==> src/rtl/cpu_types_pkg.sv <==
// Shared CPU pipeline types.
//   pipe_ctrl_t : per-stage control bundle {en, flush}
//   ifid_t, idex_t, exmem_t, memwb_t : per-bar payload structs, each carried
//     through one pipe_stage_elastic instance as a packed DATA_W payload
//   PIPE_OCC_W : width of the stage occupancy output (0..2 entries)
package cpu_types_pkg;

  localparam int PIPE_OCC_W = 2;

  typedef struct packed {
    logic en;
    logic flush;
  } pipe_ctrl_t;

  typedef struct packed {
    logic [31:0] pc;
    logic [31:0] instr;
  } ifid_t;

  typedef struct packed {
    logic [31:0] pc;
    logic [31:0] rs1_val;
    logic [31:0] rs2_val;
    logic [31:0] imm;
    logic [4:0]  rd;
  } idex_t;

  typedef struct packed {
    logic [31:0] alu_res;
    logic [31:0] store_val;
    logic [4:0]  rd;
    logic        mem_rd;
    logic        mem_wr;
  } exmem_t;

  typedef struct packed {
    logic [31:0] wb_val;
    logic [4:0]  rd;
    logic        wb_en;
  } memwb_t;

endpackage

==> src/rtl/sat_counter.sv <==
// Saturating up-counter.
//   clk_i   : clock, rising edge
//   rst_ni  : synchronous active-low clear
//   inc_i   : add one this cycle unless already all-ones
//   count_o : current count (never wraps)
module sat_counter #(
  parameter int W = 16
) (
  input  logic         clk_i,
  input  logic         rst_ni,
  input  logic         inc_i,
  output logic [W-1:0] count_o
);

  logic [W-1:0] count_q;
  logic [W-1:0] count_d;

  always_comb begin
    count_d = count_q;
    if (inc_i && (count_q != {W{1'b1}})) begin
      count_d = count_q + W'(1);
    end
  end

  always_ff @(posedge clk_i) begin
    if (!rst_ni) begin
      count_q <= '0;
    end else begin
      count_q <= count_d;
    end
  end

  assign count_o = count_q;

endmodule

==> src/rtl/pipe_stage_elastic.sv <==
// Width-parametrised pipeline bar register with valid/ready handshake,
// flush and global hold, plus a saturating stall-cycle counter.
// Optional feature macro: PIPE_STAGE_SKID_EN
//   defined   : 2-entry elastic stage, in_ready registered (= !skid_v)
//   undefined : single entry, in_ready = !main_v || out_ready
// Ports:
//   CLK, nRST          : clock / synchronous active-low reset
//   en                 : global hold enable; 0 freezes the stage
//   flush              : squash every held entry (wins over en)
//   in_valid/in_ready/in_data    : upstream handshake + payload
//   out_valid/out_ready/out_data : downstream handshake + payload
//   occupancy          : entries held (0..1, or 0..2 with skid)
//   stall_cnt          : saturating count of out_valid && !out_ready cycles
//
// Handshake: a word moves when valid && ready are both high at a rising
// edge; a producer holding valid keeps its data stable until accepted, and
// valid never depends on ready in the same direction.
module pipe_stage_elastic
  import cpu_types_pkg::*;
#(
  parameter int              DATA_W     = 32,
  parameter int              CNT_W      = 16,
  parameter logic [DATA_W-1:0] RESET_DATA = '0
) (
  input  logic                  CLK,
  input  logic                  nRST,
  input  logic                  en,
  input  logic                  flush,
  input  logic                  in_valid,
  output logic                  in_ready,
  input  logic [DATA_W-1:0]     in_data,
  output logic                  out_valid,
  input  logic                  out_ready,
  output logic [DATA_W-1:0]     out_data,
  output logic [PIPE_OCC_W-1:0] occupancy,
  output logic [CNT_W-1:0]      stall_cnt
);

  pipe_ctrl_t ctrl;
  assign ctrl = '{en: en, flush: flush};

  logic              main_v_q, main_v_d;
  logic [DATA_W-1:0] main_data_q, main_data_d;
`ifdef PIPE_STAGE_SKID_EN
  logic              skid_v_q, skid_v_d;
  logic [DATA_W-1:0] skid_data_q, skid_data_d;
`endif

  logic accept;
  logic consume;
  logic stall_inc;

  // Hold masks both handshake outputs so neighbours see a frozen stage.
  always_comb begin
    in_ready  = 1'b0;
    out_valid = 1'b0;
    if (ctrl.en) begin
      out_valid = main_v_q;
`ifdef PIPE_STAGE_SKID_EN
      // Registered ready: no combinational path from out_ready.
      in_ready  = !skid_v_q;
`else
      in_ready  = !main_v_q || out_ready;
`endif
    end
  end

  assign accept  = in_valid && in_ready;
  assign consume = out_valid && out_ready;

  always_comb begin
    main_v_d    = main_v_q;
    main_data_d = main_data_q;
`ifdef PIPE_STAGE_SKID_EN
    skid_v_d    = skid_v_q;
    skid_data_d = skid_data_q;
`endif
    if (ctrl.flush) begin
      main_v_d    = 1'b0;
      main_data_d = RESET_DATA;
`ifdef PIPE_STAGE_SKID_EN
      skid_v_d    = 1'b0;
`endif
    end else if (ctrl.en) begin
`ifdef PIPE_STAGE_SKID_EN
      // accept and skid_v are mutually exclusive since in_ready = !skid_v.
      if (consume) begin
        if (skid_v_q) begin
          main_data_d = skid_data_q;
          skid_v_d    = 1'b0;
        end else if (accept) begin
          main_data_d = in_data;
        end else begin
          main_v_d    = 1'b0;
        end
      end else if (accept) begin
        if (main_v_q) begin
          skid_v_d    = 1'b1;
          skid_data_d = in_data;
        end else begin
          main_v_d    = 1'b1;
          main_data_d = in_data;
        end
      end
`else
      if (accept) begin
        main_v_d    = 1'b1;
        main_data_d = in_data;
      end else if (consume) begin
        // Data is left in place; only the valid bit drops.
        main_v_d    = 1'b0;
      end
`endif
    end
  end

  always_ff @(posedge CLK) begin
    if (!nRST) begin
      main_v_q    <= 1'b0;
      main_data_q <= RESET_DATA;
`ifdef PIPE_STAGE_SKID_EN
      skid_v_q    <= 1'b0;
      skid_data_q <= RESET_DATA;
`endif
    end else begin
      main_v_q    <= main_v_d;
      main_data_q <= main_data_d;
`ifdef PIPE_STAGE_SKID_EN
      skid_v_q    <= skid_v_d;
      skid_data_q <= skid_data_d;
`endif
    end
  end

  assign out_data = main_data_q;

`ifdef PIPE_STAGE_SKID_EN
  assign occupancy = {1'b0, main_v_q} + {1'b0, skid_v_q};
`else
  assign occupancy = {1'b0, main_v_q};
`endif

  // out_valid already carries en; a flushed cycle is not a stall.
  assign stall_inc = out_valid && !out_ready && !ctrl.flush;

  sat_counter #(.W(CNT_W)) u_stall_cnt (
    .clk_i   (CLK),
    .rst_ni  (nRST),
    .inc_i   (stall_inc),
    .count_o (stall_cnt)
  );

endmodule

==> config.mk <==
export PLATFORM = sky130hd
export DESIGN_NAME = pipe_stage_elastic
export DESIGN_NICKNAME = d
export VERILOG_FILES = /design/src/rtl/cpu_types_pkg.sv /design/src/rtl/sat_counter.sv /design/src/rtl/pipe_stage_elastic.sv
export SDC_FILE = /design/constraint.sdc
export NUM_CORES = 1
export LEC_CHECK = 0
export CORE_MARGIN = 2
export CORE_UTILIZATION = 43
export CTS_BUF_LIST = sky130_fd_sc_hd__clkbuf_2 sky130_fd_sc_hd__clkbuf_4 sky130_fd_sc_hd__clkbuf_8
export DETAILED_ROUTE_END_ITERATION = 7
export GPL_ROUTABILITY_DRIVEN = 1
export PLACE_DENSITY = 0.79
export SETUP_SLACK_MARGIN = 0.3
export SYNTH_ARGS = -nofsm -noshare
export SYNTH_HDL_FRONTEND = slang
export SYNTH_SLANG_ARGS = --single-unit
==> constraint.sdc <==
create_clock -name CLK -period 2.6 [get_ports CLK]
set_input_delay 0.39 -clock CLK [delete_from_list [all_inputs] [get_ports CLK]]
set_output_delay 0.39 -clock CLK [all_outputs]
set_load 0.05 [all_outputs]
==> impl_metrics.xml <==
<?xml version="1.0" encoding="UTF-8"?>
<metrics>
  <group name="sta">
    <metric name="slew_viols_final" unit="">0</metric>
    <metric name="worst_clock_skew" unit="ns">0.00256</metric>
    <metric name="achievable-frequency" unit="MHz">465</metric>
    <metric name="hold-worst-slack" unit="ns">0.454</metric>
    <metric name="report.final.setup_viol" unit="">0</metric>
    <metric name="period_minus_slack" unit="ns">2.15</metric>
    <metric name="final.period_utilization" unit="%">82.8</metric>
    <metric name="tightestPinTransition" unit="ns">0.545</metric>
    <metric name="report.final.hold_viol_count" unit="">0</metric>
    <metric name="rsz0062_at_grt" unit="">false</metric>
    <metric name="max-slew-margin-rel" unit="%">63.5</metric>
    <metric name="setup_ws" unit="ns">0.448</metric>
    <metric name="timing.setup.tns" unit="ns">0</metric>
  </group>
  <group name="logic_synthesis">
    <metric name="synth_area" unit="mm²">0.00199</metric>
    <metric name="synth_nets" unit="">285</metric>
    <metric name="synth_edf_count" unit="">0</metric>
    <metric name="xor_and_xnor_fraction_of_the_mapped_netlist_area" unit="%">0.439</metric>
    <metric name="synth-seq-cells" unit="">49</metric>
    <metric name="postSynthCellCount" unit="">246</metric>
    <metric name="mapped_avg_cell_area" unit="µm²">8.11</metric>
    <metric name="ys.warnings.count" unit="">0</metric>
    <metric name="synth-compound-area-share" unit="%">16.9</metric>
    <metric name="synthSimpleGateAreaFrac" unit="%">27.2</metric>
    <metric name="yosysSeqAreaShare" unit="%">49.2</metric>
    <metric name="synth.distinct_cells" unit="">33</metric>
    <metric name="combinational_family_with_the_most_area_after_synthesis" unit="">simple AND/OR/NAND/NOR gates</metric>
    <metric name="synth_top_flop_cell" unit="">dfxtp_1</metric>
    <metric name="synth_adder_area_share" unit="%">0.627</metric>
    <metric name="post_synth_mux_area_share" unit="%">1.00</metric>
    <metric name="proportion_of_synthesized_flip_flops_having_asynchronous_set_or_reset" unit="%">0</metric>
  </group>
  <group name="floorplanning">
    <metric name="coreArea" unit="mm²">0.00441</metric>
    <metric name="top_level_ports" unit="">90</metric>
    <metric name="die_area" unit="mm²">0.00520</metric>
    <metric name="rows" unit="">24</metric>
    <metric name="starting_density_of_the_core" unit="%">45.2</metric>
    <metric name="die_span_in_x" unit="µm">72.1</metric>
    <metric name="floorplan.die.height" unit="µm">72.1</metric>
  </group>
  <group name="layout">
    <metric name="number_of_antenna_repair_diodes" unit="">0</metric>
    <metric name="multi_input_comb_area" unit="µm²">926</metric>
    <metric name="area_growth" unit="%">51.3</metric>
    <metric name="layout.cells.most_common" unit="">clkdlybuf4s50_1</metric>
    <metric name="final-seq-area" unit="µm²">981</metric>
    <metric name="most-common-layout-cells" unit="">clkdlybuf4s50_1 (86), nand2_1 (72), dfxtp_1 (49)</metric>
    <metric name="fin_nets" unit="">370</metric>
    <metric name="filler_cell_count" unit="">375</metric>
    <metric name="final-instance-count-excl-fill" unit="">384</metric>
    <metric name="layout-drive-gt1-share" unit="%">5.42</metric>
  </group>
  <group name="placed_design">
    <metric name="numPlacedInstances" unit="">376</metric>
    <metric name="hpwlAfterDp" unit="µm">3590</metric>
    <metric name="preCtsSetupSlack" unit="ns">0.151</metric>
    <metric name="place.gp.congestion" unit="">0.853</metric>
    <metric name="number_of_buffers_inserted_by_port_buffering" unit="">88</metric>
  </group>
  <group name="global_route">
    <metric name="number_of_antenna_violations_at_the_first_check_in_global_routing" unit="">0</metric>
    <metric name="first_global_vias" unit="">1710</metric>
    <metric name="global_route.overflow_total" unit="">0</metric>
    <metric name="wire_length_of_the_first_global_routing_pass" unit="µm">7780</metric>
    <metric name="grt_start_max_net_pins" unit="">34</metric>
    <metric name="grt_usage" unit="%">18.8</metric>
  </group>
  <group name="power_and_ir_drop">
    <metric name="power_density" unit="mW/mm²">476</metric>
    <metric name="worst_ir_drop_vdd" unit="V">0.000309</metric>
    <metric name="leakage" unit="µW">0.000999</metric>
    <metric name="total_power" unit="µW">1430</metric>
  </group>
  <group name="clock_tree">
    <metric name="cts.reportedPaths.clkPinSlew" unit="ns">0.08</metric>
    <metric name="cts_hold_buf" unit="">0</metric>
    <metric name="clock_tree.root_cell" unit="">clkbuf_8</metric>
    <metric name="sink_count" unit="">49</metric>
    <metric name="clk_latency" unit="ns">0.29</metric>
    <metric name="ctsResizeCount" unit="">0</metric>
    <metric name="htreeDepth" unit="">2</metric>
    <metric name="tritoncts" unit="">done</metric>
    <metric name="post_cts_buffers" unit="">0</metric>
    <metric name="clock_tree_buf_depth" unit="">2</metric>
    <metric name="cts_buffers" unit="">5</metric>
  </group>
  <group name="routing">
    <metric name="routed_wire_length_per_instance" unit="µm">13.1</metric>
    <metric name="detail_route.drc_violations" unit="">0</metric>
    <metric name="wl" unit="µm">5040</metric>
    <metric name="firstDrtPassIters" unit="">4</metric>
    <metric name="detail_routed_via_count_per_cell" unit="">5.10</metric>
    <metric name="drt_iter0_markers" unit="">54</metric>
    <metric name="routed-via-count" unit="">1960</metric>
    <metric name="postRouteAntennaNets" unit="">0</metric>
  </group>
  <group name="critical_path">
    <metric name="startpoint_type" unit="">input port</metric>
    <metric name="worst_r2r_path_depth" unit="">4</metric>
    <metric name="timing_worst_setup_path_type" unit="">in -&gt; reg</metric>
    <metric name="data_arrival_time_of_the_worst_path" unit="ns">2.38</metric>
    <metric name="critical_path.endpoint_type" unit="">flip-flop</metric>
    <metric name="crit_required" unit="ns">2.83</metric>
    <metric name="worst-path-max-fanout" unit="">8</metric>
  </group>
  <group name="worst_hold_path">
    <metric name="worst_hold_path.num_cells" unit="">2</metric>
    <metric name="worst_hold_path_class" unit="">reg -&gt; reg</metric>
  </group>
  <group name="job">
    <metric name="timing.max_cap.violations" unit="">0</metric>
  </group>
  <group name="run_status">
    <metric name="status" unit="">finished clean</metric>
  </group>
</metrics>
-- power breakdown --
part | total, µW | switching (µW) | leakage, µW | internal (µW)
Clock | 479 | 239 | 0.0000542 | 241
Sequential | 767 | 5.95 | 0.000396 | 761
Combinational | 188 | 102 | 0.000548 | 86.5
Total | 1430 | 346 | 0.000999 | 1090
-- Yosys cell counts, types with 3 or more instances --
library cell / n / share of area [%]
o211ai_1: 3 / 1.1
o31ai_1: 8 / 3.0
nand2_1: 72 / 14
or4_1: 7 / 2.6
dfxtp_1: 49 / 49
clkbuf_1: 13 / 2.4
nor4_1: 4 / 1.3
nand3_1: 6 / 1.5
nand2b_1: 6 / 1.9
a21oi_1: 41 / 10
o21ai_0: 3 / 0.75
inv_1: 3 / 0.56
nand4_1: 3 / 0.94
-- kinds of logic (layout without fill, tap and decap cells) --
group | after synthesis | count (layout)
adders and majority gates | 1 | 1
buffers and inverters | 21 | 107
other | 1 | 1
xor gates and xnor gates | 1 | 1
muxes | 2 | 2
DFF | 49 | 49
and+or+nand+nor | 112 | 112
AOI/OAI and AO/OA | 59 | 59
-- worst paths after layout --
| kind | from | endpoint | slack [ns] |
|---|---|---|---|
| worst max-delay path | en | u_stall_cnt.count_o[9] | 0.45 |
| worst min-delay path | out_data[23] | out_data[23] | 0.45 |
| worst max register to register | u_stall_cnt.count_o[2] | u_stall_cnt.count_o[9] | 0.60 |
| worst min register to register | out_data[23] | out_data[23] | 0.45 |
-- sequential cells by signal, summed over array words and instances (netlist names) --
signal / cells
out_data: 32
u_stall_cnt.count_o: 16
main_v_q: 1
-- per-stage QoR --
step / util (%) / cell area (µm²)
after global routing: 68.3 / 3020
after detailed placement: 66.0 / 2920
after CTS: 68.3 / 3020
final: 68.3 / 3020
after floorplan: - / 1990
after global placement: 66.0 / 2920
-- critical path, stage by stage --
cell	delay, ns
clkdlybuf4s50_1	0.57
nand4bb_4	0.12
or4_1	0.64
or4_1	0.51
a21oi_1	0.14
-- routing by layer --
| metal | global-route usage, % | vias to the layer above | wire length, µm |
|---|---|---|---|
| met3 | 5.97 | 2 | 337 |
| met2 | 31.9 | 64 | 2530 |
| met4 | 6.08 | 0 | 20 |
| met1 | 22.7 | 878 | 2150 |
| li1 | - | 1016 | - |
| met5 | 0 | - | 0 |
-- area by class of cell --
cell class	count	share of cell area [%]
clock buffer	7	3.19
clock inverter	1	0.166
inverter	4	0.498
multi-input combinational	176	30.7
sequential	49	32.5
tap	52	2.16
timing repair buffer	95	30.8
Note: power is estimated with default switching activity, not from simulation.
